`config.mk`:
```
export PLATFORM = sky130hd
export DESIGN_NAME = sdram_rom_loader
export DESIGN_NICKNAME = d
export VERILOG_FILES = /design/src/rtl/sdram_rom_loader.sv
export SDC_FILE = /design/constraint.sdc
export NUM_CORES = 1
export LEC_CHECK = 0
export BUFFER_PORTS_ARGS = -buffer_cell sky130_fd_sc_hd__buf_2
export CORE_MARGIN = 5
export CORE_UTILIZATION = 55
export DETAILED_ROUTE_END_ITERATION = 7
export PLACE_DENSITY = 0.89
export SKIP_CTS_REPAIR_TIMING = 1
export SYNTH_ARGS = -nofsm -noshare
export SYNTH_HDL_FRONTEND = slang
export SYNTH_SLANG_ARGS = --single-unit
```
`constraint.sdc`:
```
create_clock -name clk -period 7.62 [get_ports clk]
set_input_delay 0.381 -clock clk [delete_from_list [all_inputs] [get_ports clk]]
set_output_delay 0.381 -clock clk [all_outputs]
set_load 0.05 [all_outputs]
```
`src/rtl/sdram_rom_loader.sv`:
```
// sdram_rom_loader: packs download bytes into 16-bit words and writes them over the ROM port toggle handshake
// Ports: dl_* byte stream in with dl_wait backpressure; rom_addr/rom_din/rom_we/rom_req out, rom_req_ack in
// (a request is pending while rom_req != rom_req_ack); rom_size, sticky overflow and a done pulse report status.
// Define ROM_HEADER_SKIP_EN to add hdr_skip, which discards a 512-byte header and rebases later bytes.
module sdram_rom_loader #(
  parameter int ADDR_W = 24,
  parameter logic [7:0] PAD_BYTE = 8'hFF
) (
  input  logic              clk,
  input  logic              reset,
  input  logic              dl_active,
  input  logic              dl_wr,
  input  logic [ADDR_W-1:0] dl_addr,
  input  logic [7:0]        dl_data,
`ifdef ROM_HEADER_SKIP_EN
  input  logic              hdr_skip,
`endif
  output logic              dl_wait,
  output logic [ADDR_W-2:0] rom_addr,
  output logic [15:0]       rom_din,
  output logic              rom_we,
  output logic              rom_req,
  input  logic              rom_req_ack,
  output logic [ADDR_W-1:0] rom_size,
  output logic              overflow,
  output logic              done
);
  typedef enum logic [1:0] {IDLE, RUN, FLUSH, DONE} state_t;
  state_t state, state_nxt;
  logic act_q, asm_v, lo_v, hi_v, iss_v, iss_sent;
  logic [7:0] lo, hi;
  logic [ADDR_W-2:0] asm_addr;
  logic [ADDR_W-1:0] eff_addr, size_nxt;
  logic drop, pending, rise, strobe, diff, full, accept, move, fresh;
`ifdef ROM_HEADER_SKIP_EN
  logic skip_q;
  assign drop = skip_q && dl_addr < ADDR_W'(512);
  assign eff_addr = skip_q ? dl_addr - ADDR_W'(512) : dl_addr;
`else
  assign drop = 1'b0;
  assign eff_addr = dl_addr;
`endif
  assign pending = rom_req != rom_req_ack;
  assign rise = dl_active && !act_q;
  assign strobe = state == RUN && dl_active && dl_wr && !drop;
  assign diff = eff_addr[ADDR_W-1:1] != asm_addr;
  assign full = lo_v && hi_v;
  // the presented address tells the source in advance whether its next byte would evict the assembly
  assign dl_wait = iss_v && asm_v && (full || diff);
  assign accept = strobe && !dl_wait;
  assign move = asm_v && !iss_v && (full || state == FLUSH || (accept && diff));
  assign fresh = !asm_v || move;
  assign size_nxt = eff_addr + ADDR_W'(1);
  assign done = state == DONE;
  always_ff @(posedge clk) state <= reset ? IDLE : state_nxt;
  always_comb begin
    state_nxt = state;
    case (state)
      IDLE:    state_nxt = rise ? RUN : IDLE;
      RUN:     state_nxt = dl_active ? RUN : FLUSH;
      FLUSH:   state_nxt = (!asm_v && !iss_v && !pending) ? DONE : FLUSH;
      default: state_nxt = IDLE;
    endcase
  end
  always_ff @(posedge clk) begin
    if (reset) begin
      {act_q, asm_v, lo_v, hi_v, iss_v, iss_sent, rom_req, rom_we, overflow} <= '0;
      lo <= '0;
      hi <= '0;
      asm_addr <= '0;
      rom_addr <= '0;
      rom_din <= '0;
      rom_size <= '0;
`ifdef ROM_HEADER_SKIP_EN
      skip_q <= 1'b0;
`endif
    end else begin
      act_q <= dl_active;
      if (state == IDLE && rise) begin
        rom_size <= '0;
        overflow <= 1'b0;
`ifdef ROM_HEADER_SKIP_EN
        skip_q <= hdr_skip;
`endif
      end
      if (strobe && dl_wait) overflow <= 1'b1;
      if (accept && size_nxt > rom_size) rom_size <= size_nxt;
      // the issue slot's word sits directly on rom_addr/rom_din so it stays stable while the request is pending
      if (move) begin
        iss_v <= 1'b1;
        rom_addr <= asm_addr;
        rom_din <= {hi_v ? hi : PAD_BYTE, lo_v ? lo : PAD_BYTE};
      end
      if (accept) begin
        asm_v <= 1'b1;
        asm_addr <= eff_addr[ADDR_W-1:1];
        lo_v <= !eff_addr[0] || (lo_v && !fresh);
        hi_v <= eff_addr[0] || (hi_v && !fresh);
        if (eff_addr[0]) hi <= dl_data;
        else lo <= dl_data;
      end else if (move) begin
        asm_v <= 1'b0;
        lo_v <= 1'b0;
        hi_v <= 1'b0;
      end
      // first idle cycle with a full slot issues; the next idle cycle (ack seen) frees the slot
      if (iss_v && !pending) begin
        rom_req <= iss_sent ? rom_req : !rom_req;
        rom_we <= 1'b1;
        iss_sent <= !iss_sent;
        iss_v <= !iss_sent;
      end
    end
  end
endmodule

```
* Word-level counts from Yosys, hierarchy flattened
Index checks and enable logic that the tools add are counted.
Storage, ports and cells: input port bits 37, memories 0, bits in registers 113, bits in latches 0, output and inout port bits 68, ROM bits 0, logic and storage cells 82, RAM bits 0
Operators by class: div/mod/pow operators 0, multipliers 0, mux-type cells 16, add/sub/neg operators 1, bitwise gates (word level) 2, shift-type cells 0, reductions and logical operators 41, order comparisons 1, eq/ne operators 5
Operator list (number):
- $mux 24 | 2
- $add 24x1->24 const B | 1
- $gt 24x24->1 | 1
- $ne 23x23->1 | 1
- $logic_and 1x1->1 | 18
- $mux 8 | 2
- $mux 1 | 10
- $logic_not 1->1 | 9
- $reduce_bool 2->1 | 4
- $logic_or 1x1->1 | 6
- $pmux 2 s3 | 1
- $reduce_and 2->1 | 3
- $eq 2x2->1 const B | 2
- $eq 2x1->1 const B | 1
- $logic_not 2->1 | 1
- $mux 2 | 1
- $not 1->1 | 2
- $ne 1x1->1 | 1

* Logic depth before layout (Yosys ltp)
Gate-level depths: netlist of run 1.
depth after elaboration 13, depth in mapped cells 17, depth with buffers taken out 13

* Worst setup path before layout of run 1
Ideal clock, no wire load.
path type in2reg, start input dl_addr[9], end register rom_size[10], required time 7.548 ns, setup time 0.072 ns, path slack 4.108 ns, buffers on the path 4, stages on the path 17, data arrival time 3.441 ns, path through buf_2 -> nand4_2 -> or4_4 -> or2_1 -> buf_6 -> nor3_4 -> xor2_2 -> ha_1 -> nand4_1 -> nor3_1 -> nand3_1 -> nor2_1 -> a21o_1 -> and3_1 -> buf_2 -> buf_4 -> mux2i_1
On the way: word-level cells in the longest chain between the ends 7, elaborated cells on any way between the ends 10, those cells by class 1 x add/sub; 1 x order compare; 1 x eq/ne; 1 x mux; 6 x reduce/logical
RTL lines:
- start, declared | line 13 | input logic [ADDR_W-1:0] dl_addr,
- parallel branches: the longest is 7 deep, another holds $add 24x1->24
- end signal, assigned | line 87 | if (accept && size_nxt > rom_size) rom_size <= size_nxt;
- end, declared | line 24 | output logic [ADDR_W-1:0] rom_size,
Several ways; the timed one is not identified. A chain may end at the register's enable or synchronous reset.

* Worst setup path after layout of run 1
start input dl_addr[5], end register rom_size[16]
The elaborated chain is that of the path after synthesis.

==> reports/metrics.csv, run 1 <==
metric,value,unit
top_layer,met4,
fin_skew,0.00605,ns
drive_above_1_share,20.2,%
met1_length,6240,um
synth_cell_types,43,
ctsRootBufferMaster,clkbuf_8,
r2r_setup_slack,4.59,ns
arrival,4.38,ns
cts_buffers,17,
layout_commonest_cell,dfxtp_1,
syn2layout_area_growth,19.5,%
grt_pass1_wl,23700,um
rsz0062_at_grt,no,
ys_seq_elements,113,
synth_cells,642,
dp_slack,3.27,ns
min_period,3.94,ns
grt_max_degree,115,
cts_sinks,113,
maxSlewViolCount,0,
worst-path-buf-inv,2,
worst_setup_path_end_kind,flip-flop,
crit_required,8.06,ns
max_freq,254,MHz
layout_common_cells,"dfxtp_1, buf_2, nor2_1",
leakage,2.75,nW
grt_pass1_vias,4897,
status,finished clean,
dpl.hpwl,10100,um
holdCritStartpoint,rom_req_ack,
r2r_cells,8,
stdcell_count,877,
die_height,111,um
r2r-end,lo[0],
p_total,1.42,mW
placed_cells,845,
synthArstFlopShare,0,%
fp.coreArea,9860,sq um
p_per_area,212,nW/um^2
wl_met2,6890,um
gp_congestion,0.867,
worstPathCellList,"buf_2, nand4_1, or4_4, or2_1, nor3_4, xor2_2, ha_1, nand4_1, nor3_1, nand3_1, nor2_1, a21o_1, and3_1, buf_4, mux2i_1",
cp_top_family,simple AND/OR/NAND/NOR gates,
n_antenna_cell,0,
ys.warnings.count,0,
min_path_cells,2,
synth.area.top_cells,"dfxtp_1, mux2i_1, nor2_1",
start_util,56.8,%
drtIter0Drc,287,
min_to,rom_req,
nets,793,
hold_path_class,in2reg,
wl_met3,874,um
fp-row-count,36,
grt_use_total,23.4,%
setup_tns,0,ns
syn_nets,704,
path_max_fanout,13,
drc,0,
r2r_start,asm_addr[7],
cp_num_cells,15,
vias,4727,
slowest_stage,and3_1,
cts_tree,done,
wl,14300,um
wl_per_cell,16.3,um
synth_top_area_share,40.4,%
via_per_inst,5.39,
timing.final.ws_setup,3.68,ns
startpoint_type,input pin,
clk_pin_slew,0.06,ns
setup_viol,0,
maxSlewHeadroom,26.6,%
postSynthAreaPerCell,8.73,sq um
timing.final.crit_share,51.7,%
clkLatencyLatePin,0.51,ns
synth_ff_type,dfxtp_1,
antenna_found_initial,0,
htree_levels,4,
worst_pin_slew,1.10,ns
boundaryPins,105,
ys_seq_area_share,40.4,%
synth_edf_count,0,
port-buffer-count,104,
die_w,111,um
die_area,12300,sq um
fill_cells,761,
worstSetupPathType,in2reg,
finalHoldViolCount,0,
slowest_delay,0.62,ns
clk_path_buf_depth,2,
fin_util,67.9,%
cpMostUsedCell,nand4_1,
overflow,0,
ant_nets,0,
ir_worst_vdd,0.125,mV
firstDrtPassIters,6,
maxCapViolCount,0,
yosys.area.top_type,dfxtp_1,
netlist_area,5600,sq um
-- state kept, by name, summed over array words and instances (netlist names) --
| name | count |
|---|---|
| lo | 8 |
| rom_addr | 23 |
| rom_we | 1 |
| rom_req | 1 |
| lo_v | 1 |
| iss_v | 1 |
| iss_sent | 1 |
| overflow | 1 |
| hi_v | 1 |
| asm_addr | 23 |
| act_q | 1 |
| hi | 8 |
| rom_size | 24 |
| rom_din | 16 |
| asm_v | 1 |
| state | 2 |
-- how the worst max path moves through the flow --
stage / from / endpoint / slack (ns)
2_1_floorplan: dl_addr[9] / rom_size[10] / 4.11
3_3_place_gp: dl_addr[11] / rom_size[21] / 3.49
3_5_place_dp: dl_addr[5] / rom_size[22] / 3.27
4_1_cts: dl_addr[5] / rom_size[22] / 3.76
5_1_grt: dl_addr[5] / rom_size[23] / 3.47
6_report: dl_addr[5] / rom_size[16] / 3.68
-- kinds of logic after synthesis --
group / after synthesis / share of synthesized area (%)
buffers and inverters: 88 / 6.54
and+or+nand+nor: 234 / 19.6
adders and majority gates: 25 / 5.58
muxes: 77 / 13.8
xor gates and xnor gates: 47 / 7.48
AOI/OAI and AO/OA: 58 / 6.65
DFF: 113 / 40.4
-- where the power goes --
| group | internal, mW | total (mW) | leakage (nW) | switching, mW |
|---|---|---|---|---|
| logic | 0.0425 | 0.118 | 1.59 | 0.0758 |
| registers | 0.598 | 0.605 | 0.912 | 0.00692 |
| clock network | 0.403 | 0.699 | 0.249 | 0.297 |
| total | 1.04 | 1.42 | 2.75 | 0.379 |
-- layer usage --
metal	vias up	GRT usage (%)
met5	-	0
met4	0	9.69
met3	29	6.22
met2	166	38.6
met1	2217	28.9
li1	2315	-
-- through the flow --
step / hold WS, ns / instance area (sq um)
final: 0.0757 / 6700
after global routing: 0.0818 / 6700
after CTS: 0.0653 / 6700
after detailed placement: 0.456 / 6170
after global placement: 0.448 / 6170
after floorplan: 0.436 / 5600
-- cell type report --
type / count / area (sq um) / area share (%)
Clock buffer: 18 / 418 / 6.24
Clock inverter: 14 / 110 / 1.64
Inverter: 49 / 184 / 2.75
Multi-Input combinational cell: 441 / 3000 / 44.8
Sequential cell: 113 / 2260 / 33.8
Tap cell: 133 / 166 / 2.49
Timing Repair Buffer: 109 / 558 / 8.33
-- cells in the mapped netlist, types with 10 or more instances --
library cell	instances
clkbuf_1	22
mux2i_1	77
a311oi_1	16
nand2_1	51
xnor2_1	12
nand4_1	11
ha_1	25
inv_1	49
xor2_1	34
buf_2	10
nor2_1	96
dfxtp_1	113
nand2b_1	26
a21oi_1	26
nand3_1	17
(Power assumes the default switching activity.)
==> run 2: changes to the inputs <==
- CORE_UTILIZATION: 55 -> 50
- PLACE_DENSITY: 0.89 -> 0.86
- clock period: 7.62 -> 3.6 ns (I/O delays scaled with it)
==> run 2 against run 1 <==
  * Wire length decreased by 5.0%
  * Largest cell class unchanged
  * Setup slack got worse by 3.3 ns
  * Sequential power increased by 110%
  * Largest power group unchanged
  * Final area increased by 1.2%
  * Global-route usage decreased by 2.5 points
  * Critical path depth unchanged
  * Combinational power increased by 110%
  * Clock skew increased by 0.0055 ns
  * Critical path type unchanged
  * First-iteration DRC count decreased by 2.1%
==> reports/metrics.csv, run 2 (synthesis results as in run 1) <==
metric,value,unit
ctsRootBufferMaster,clkbuf_16,
crit_required,3.93,ns
drc,0,
drive_above_1_share,20.3,%
nets,798,
dpl.hpwl,9730,um
layout_common_cells,"dfxtp_1, buf_2, nor2_1",
maxCapViolCount,0,
worstSetupPathType,in2reg,
drtIter0Drc,281,
slowest_stage,or4_4,
fp.coreArea,10900,sq um
worst_pin_slew,0.855,ns
finalHoldViolCount,0,
p_switching,0.738,mW
syn2layout_area_growth,21.0,%
stdcell_area,6780,sq um
cts_tree,done,
r2r_setup_slack,0.77,ns
wl_per_cell,15.3,um
arrival,3.51,ns
r2r_cells,8,
grt_use_total,20.9,%
ant_nets,0,
p_per_area,460,nW/um^2
largest_reg_flops,24,
rsz0062_at_grt,no,
startpoint_type,input pin,
fin_skew,0.0115,ns
clkLatencyLatePin,0.42,ns
n_antenna_cell,0,
timing.final.crit_share,88.2,%
min_path_cells,2,
die_height,116,um
r2r-end,rom_addr[6],
antenna_found_initial,0,
comb_power_share,8.0,%
seqPwrFrac,41.1,%
whs,0.0122,ns
vias,4658,
cts_buffers,17,
holdCritStartpoint,dl_active,
grt_pass1_vias,4453,
r2r_start,asm_addr[16],
port-buffer-count,104,
p_int,2.38,mW
firstDrtPassIters,4,
regMostFlops,rom_size,
status,finished clean,
max_freq,315,MHz
fp-row-count,38,
boundaryPins,105,
path_max_fanout,14,
htree_levels,4,
overflow,0,
reg.largest.list,"rom_size: 24 flops, asm_addr: 23 flops, rom_addr: 23 flops",
grt_max_degree,49,
clk_path_buf_depth,2,
maxSlewViolCount,0,
clk_pin_slew,0.05,ns
die_w,116,um
setup_tns,0,ns
wl,13600,um
ir_worst_vdd,0.475,mV
min_to,act_q,
maxSlewHeadroom,42.9,%
layout_commonest_cell,dfxtp_1,
worst-path-buf-inv,2,
cts_sinks,113,
start_util,51.2,%
fin_util,62.0,%
worstPathCellList,"buf_2, nand4_2, or4_4, or2_1, nor3_4, xor2_2, ha_1, nand4_1, nor3_1, nand3_1, nor2_1, a21o_1, and3_1, buf_4, mux2i_1",
die_area,13400,sq um
min_period,3.18,ns
hold_path_class,in2reg,
worst_setup_path_end_kind,flip-flop,
dpl-instance-area,6210,sq um
switching_share,23.6,%
grt_pass1_wl,21600,um
cp_top_family,simple AND/OR/NAND/NOR gates,
setup_viol,0,
p_clk_share,50.9,%
leakage,2.79,nW
via_per_inst,5.25,
gp_congestion,0.895,
slowest_delay,0.52,ns
-- run 2: worst max path at each step --
stage                     start            to  slack, ns  cells after the start
floorplan            dl_addr[9]  rom_size[10]       0.29                     17
global placement    dl_addr[10]  rom_size[13]       0.24                     15
detailed placement   dl_addr[6]   rom_size[5]       0.05                     15
CTS                 dl_addr[10]   rom_size[5]       0.47                     15
global route         dl_addr[5]   rom_size[5]       0.24                     15
finish              dl_addr[10]   rom_size[5]       0.42                     15
-- run 2: final cells by class --
| cell class | instances | area, sq um |
|---|---|---|
| multi-input combinational | 441 | 3000 |
| fill | 908 | 4160 |
| clock buffer | 20 | 447 |
| tap | 140 | 175 |
| sequential | 113 | 2260 |
| timing repair buffer | 114 | 598 |
| inverter | 49 | 184 |
| clock inverter | 11 | 115 |
-- run 2: per-layer routing --
| metal | global-route usage, % | part of all wire, % |
|---|---|---|
| met1 | 25.9 | 45 |
| met2 | 32.7 | 46 |
| met3 | 7.52 | 6.9 |
| met4 | 9.20 | 2.0 |
| met5 | 0 | 0 |
-- run 2: through the flow --
step / cells / power (mW) / worst slack, ns
after floorplan: 642 / 1.47 / 0.289
after global placement: 856 / 1.55 / 0.244
after detailed placement: 856 / 1.55 / 0.0510
after CTS: 887 / 3.15 / 0.469
after global routing: 888 / 3.25 / 0.238
final: 888 / 3.12 / 0.424
-- run 2: power by group through the flow --
stage / clock network [mW] / logic, mW / registers (mW)
floorplan: 0 / 0.152 / 1.32
CTS: 1.62 / 0.246 / 1.28
finish: 1.59 / 0.249 / 1.28
global route: 1.69 / 0.273 / 1.28
global placement: 0 / 0.239 / 1.31
detailed placement: 0 / 0.243 / 1.31
==> run 3: changes to the inputs <==
- CAP_MARGIN: default -> 20
- CORE_MARGIN: 5 -> default
==> run 3 against run 2 <==
  * The run now ends with negative hold slack left
  * Setup slack worse by 0.051 ns
  * First-iteration DRC count is 21% higher
  * Power is 4.8% higher
  * Critical endpoint is now rom_size[0]
  * Highest routed layer unchanged
==> reports/metrics.csv, run 3 (synthesis results as in run 1) <==
metric,value,unit
status,"finished, violations left",
violations,negative hold slack,
drc,0,
r2r_start,asm_addr[9],
nets,810,
min_period,3.23,ns
fp-row-count,38,
maxSlewViolCount,0,
firstDrtPassIters,5,
path_max_fanout,12,
cpMostUsedCell,nand4_1,
n_antenna_cell,0,
clk_pin_slew,0.06,ns
grt_pass1_wl,21700,um
maxSlewHeadroom,41.0,%
antenna_found_initial,0,
p_per_area,471,nW/um^2
die_height,108,um
layout_common_cells,"dfxtp_1, buf_2, nor2_1",
grt_pass1_vias,4529,
cts_tree,done,
slowest_stage,or4_4,
regMostFlops,rom_size,
startpoint_type,input pin,
whs,-0.0214,ns
setup_tns,0,ns
maxCapViolCount,0,
worst_pin_slew,0.883,ns
fill_cells,875,
p_total,3.27,mW
worstSetupPathType,in2reg,
cp-startpoint,dl_addr[6],
wl_per_cell,15.1,um
worst-path-buf-inv,2,
die_area,11600,sq um
overflow,0,
rsz0062_at_grt,no,
cp_top_family,simple AND/OR/NAND/NOR gates,
reg.largest.list,"rom_size: 24 flops, asm_addr: 23 flops, rom_addr: 23 flops",
via_per_inst,5.24,
leakage,2.87,nW
htree_levels,4,
timing.final.crit_share,89.6,%
hold_path_class,in2reg,
wl,13600,um
die_w,108,um
boundaryPins,105,
dpl.hpwl,9060,um
gp_congestion,0.867,
worst_setup_path_end_kind,flip-flop,
fin_util,63.7,%
worstPathCellList,"buf_2, nand4_1, or4_4, or2_1, nor3_4, xor2_2, ha_1, nand4_1, nor3_1, nand3_1, nor2_1, a21o_1, and3_1, buf_4, mux2i_1",
clkLatencyLatePin,0.52,ns
cts_buffers,17,
setup_viol,0,
grt_use_total,24.0,%
drtIter0Drc,339,
max_freq,310,MHz
ctsRootBufferMaster,clkbuf_8,
finalHoldViolCount,5,
syn2layout_area_growth,23.8,%
crit_required,4.03,ns
start_util,51.5,%
clk_path_buf_depth,2,
arrival,3.66,ns
slowest_delay,0.49,ns
ant_nets,0,
fin_skew,0.0112,ns
holdCritStartpoint,dl_addr[18],
ir_worst_vdd,0.252,mV
grt_max_degree,83,
largest_reg_flops,24,
cts_sinks,113,
layout_commonest_cell,dfxtp_1,
vias,4723,
fp.coreArea,10900,sq um
drive_above_1_share,20.4,%
port-buffer-count,104,
[run 3: worst register-to-register path, cell delays in order (launching register included)]
cell and delay, ns:
dfxtp_1 0.37, xor2_1 0.25, nor4_1 0.09, nand4_1 0.20
o21ai_0 0.18, a21oi_4 0.75, buf_4 0.52, mux2i_1 0.27
nor2_1 0.05
[run 3: path summary, 6_finish.rpt]
kind	end	slack (ns)	cells after the start
max reg2reg	rom_addr[9]	0.77	8
min	asm_addr[17]	-0.02	3
min reg2reg	hi[1]	0.46	2
max	rom_size[0]	0.37	15
[run 3: area by class of cell]
class	instances	area, sq um	share of cell area [%]
timing repair buffer	126	721	10.4
tap	140	175	2.52
clock buffer	17	414	5.97
inverter	49	184	2.65
clock inverter	15	185	2.67
multi-input combinational	441	3000	43.2
sequential	113	2260	32.6
[run 3: metrics by stage]
step                hold slack (ns)  instance area [sq um]  std cells  setup WS (ns)
CTS                          -0.130                   6810        888          0.385
finish                      -0.0214                   6940        901          0.374
global placement              0.402                   6210        856          0.228
detailed placement            0.408                   6210        856          0.114
floorplan                     0.276                   5600        642          0.289
global route                0.00695                   6940        901          0.217
[run 3: routing by layer]
| metal | part of all wire (%) | vias up | track usage (%) | wire length (um) |
|---|---|---|---|---|
| met5 | 0 | - | 0 | 0 |
| met4 | 1.3 | 0 | 9.00 | 182 |
| met3 | 5.7 | 18 | 6.36 | 782 |
| met2 | 48 | 123 | 39.7 | 6500 |
| met1 | 45 | 2226 | 29.8 | 6170 |
| li1 | - | 2356 | - | - |
[run 3: where the power goes]
part / switching (mW) / internal, mW / total, mW / leakage [nW]
sequential: 0.0140 / 1.27 / 1.28 / 0.912
combinational: 0.161 / 0.101 / 0.263 / 1.67
clock: 0.702 / 1.02 / 1.73 / 0.295
total: 0.877 / 2.39 / 3.27 / 2.87
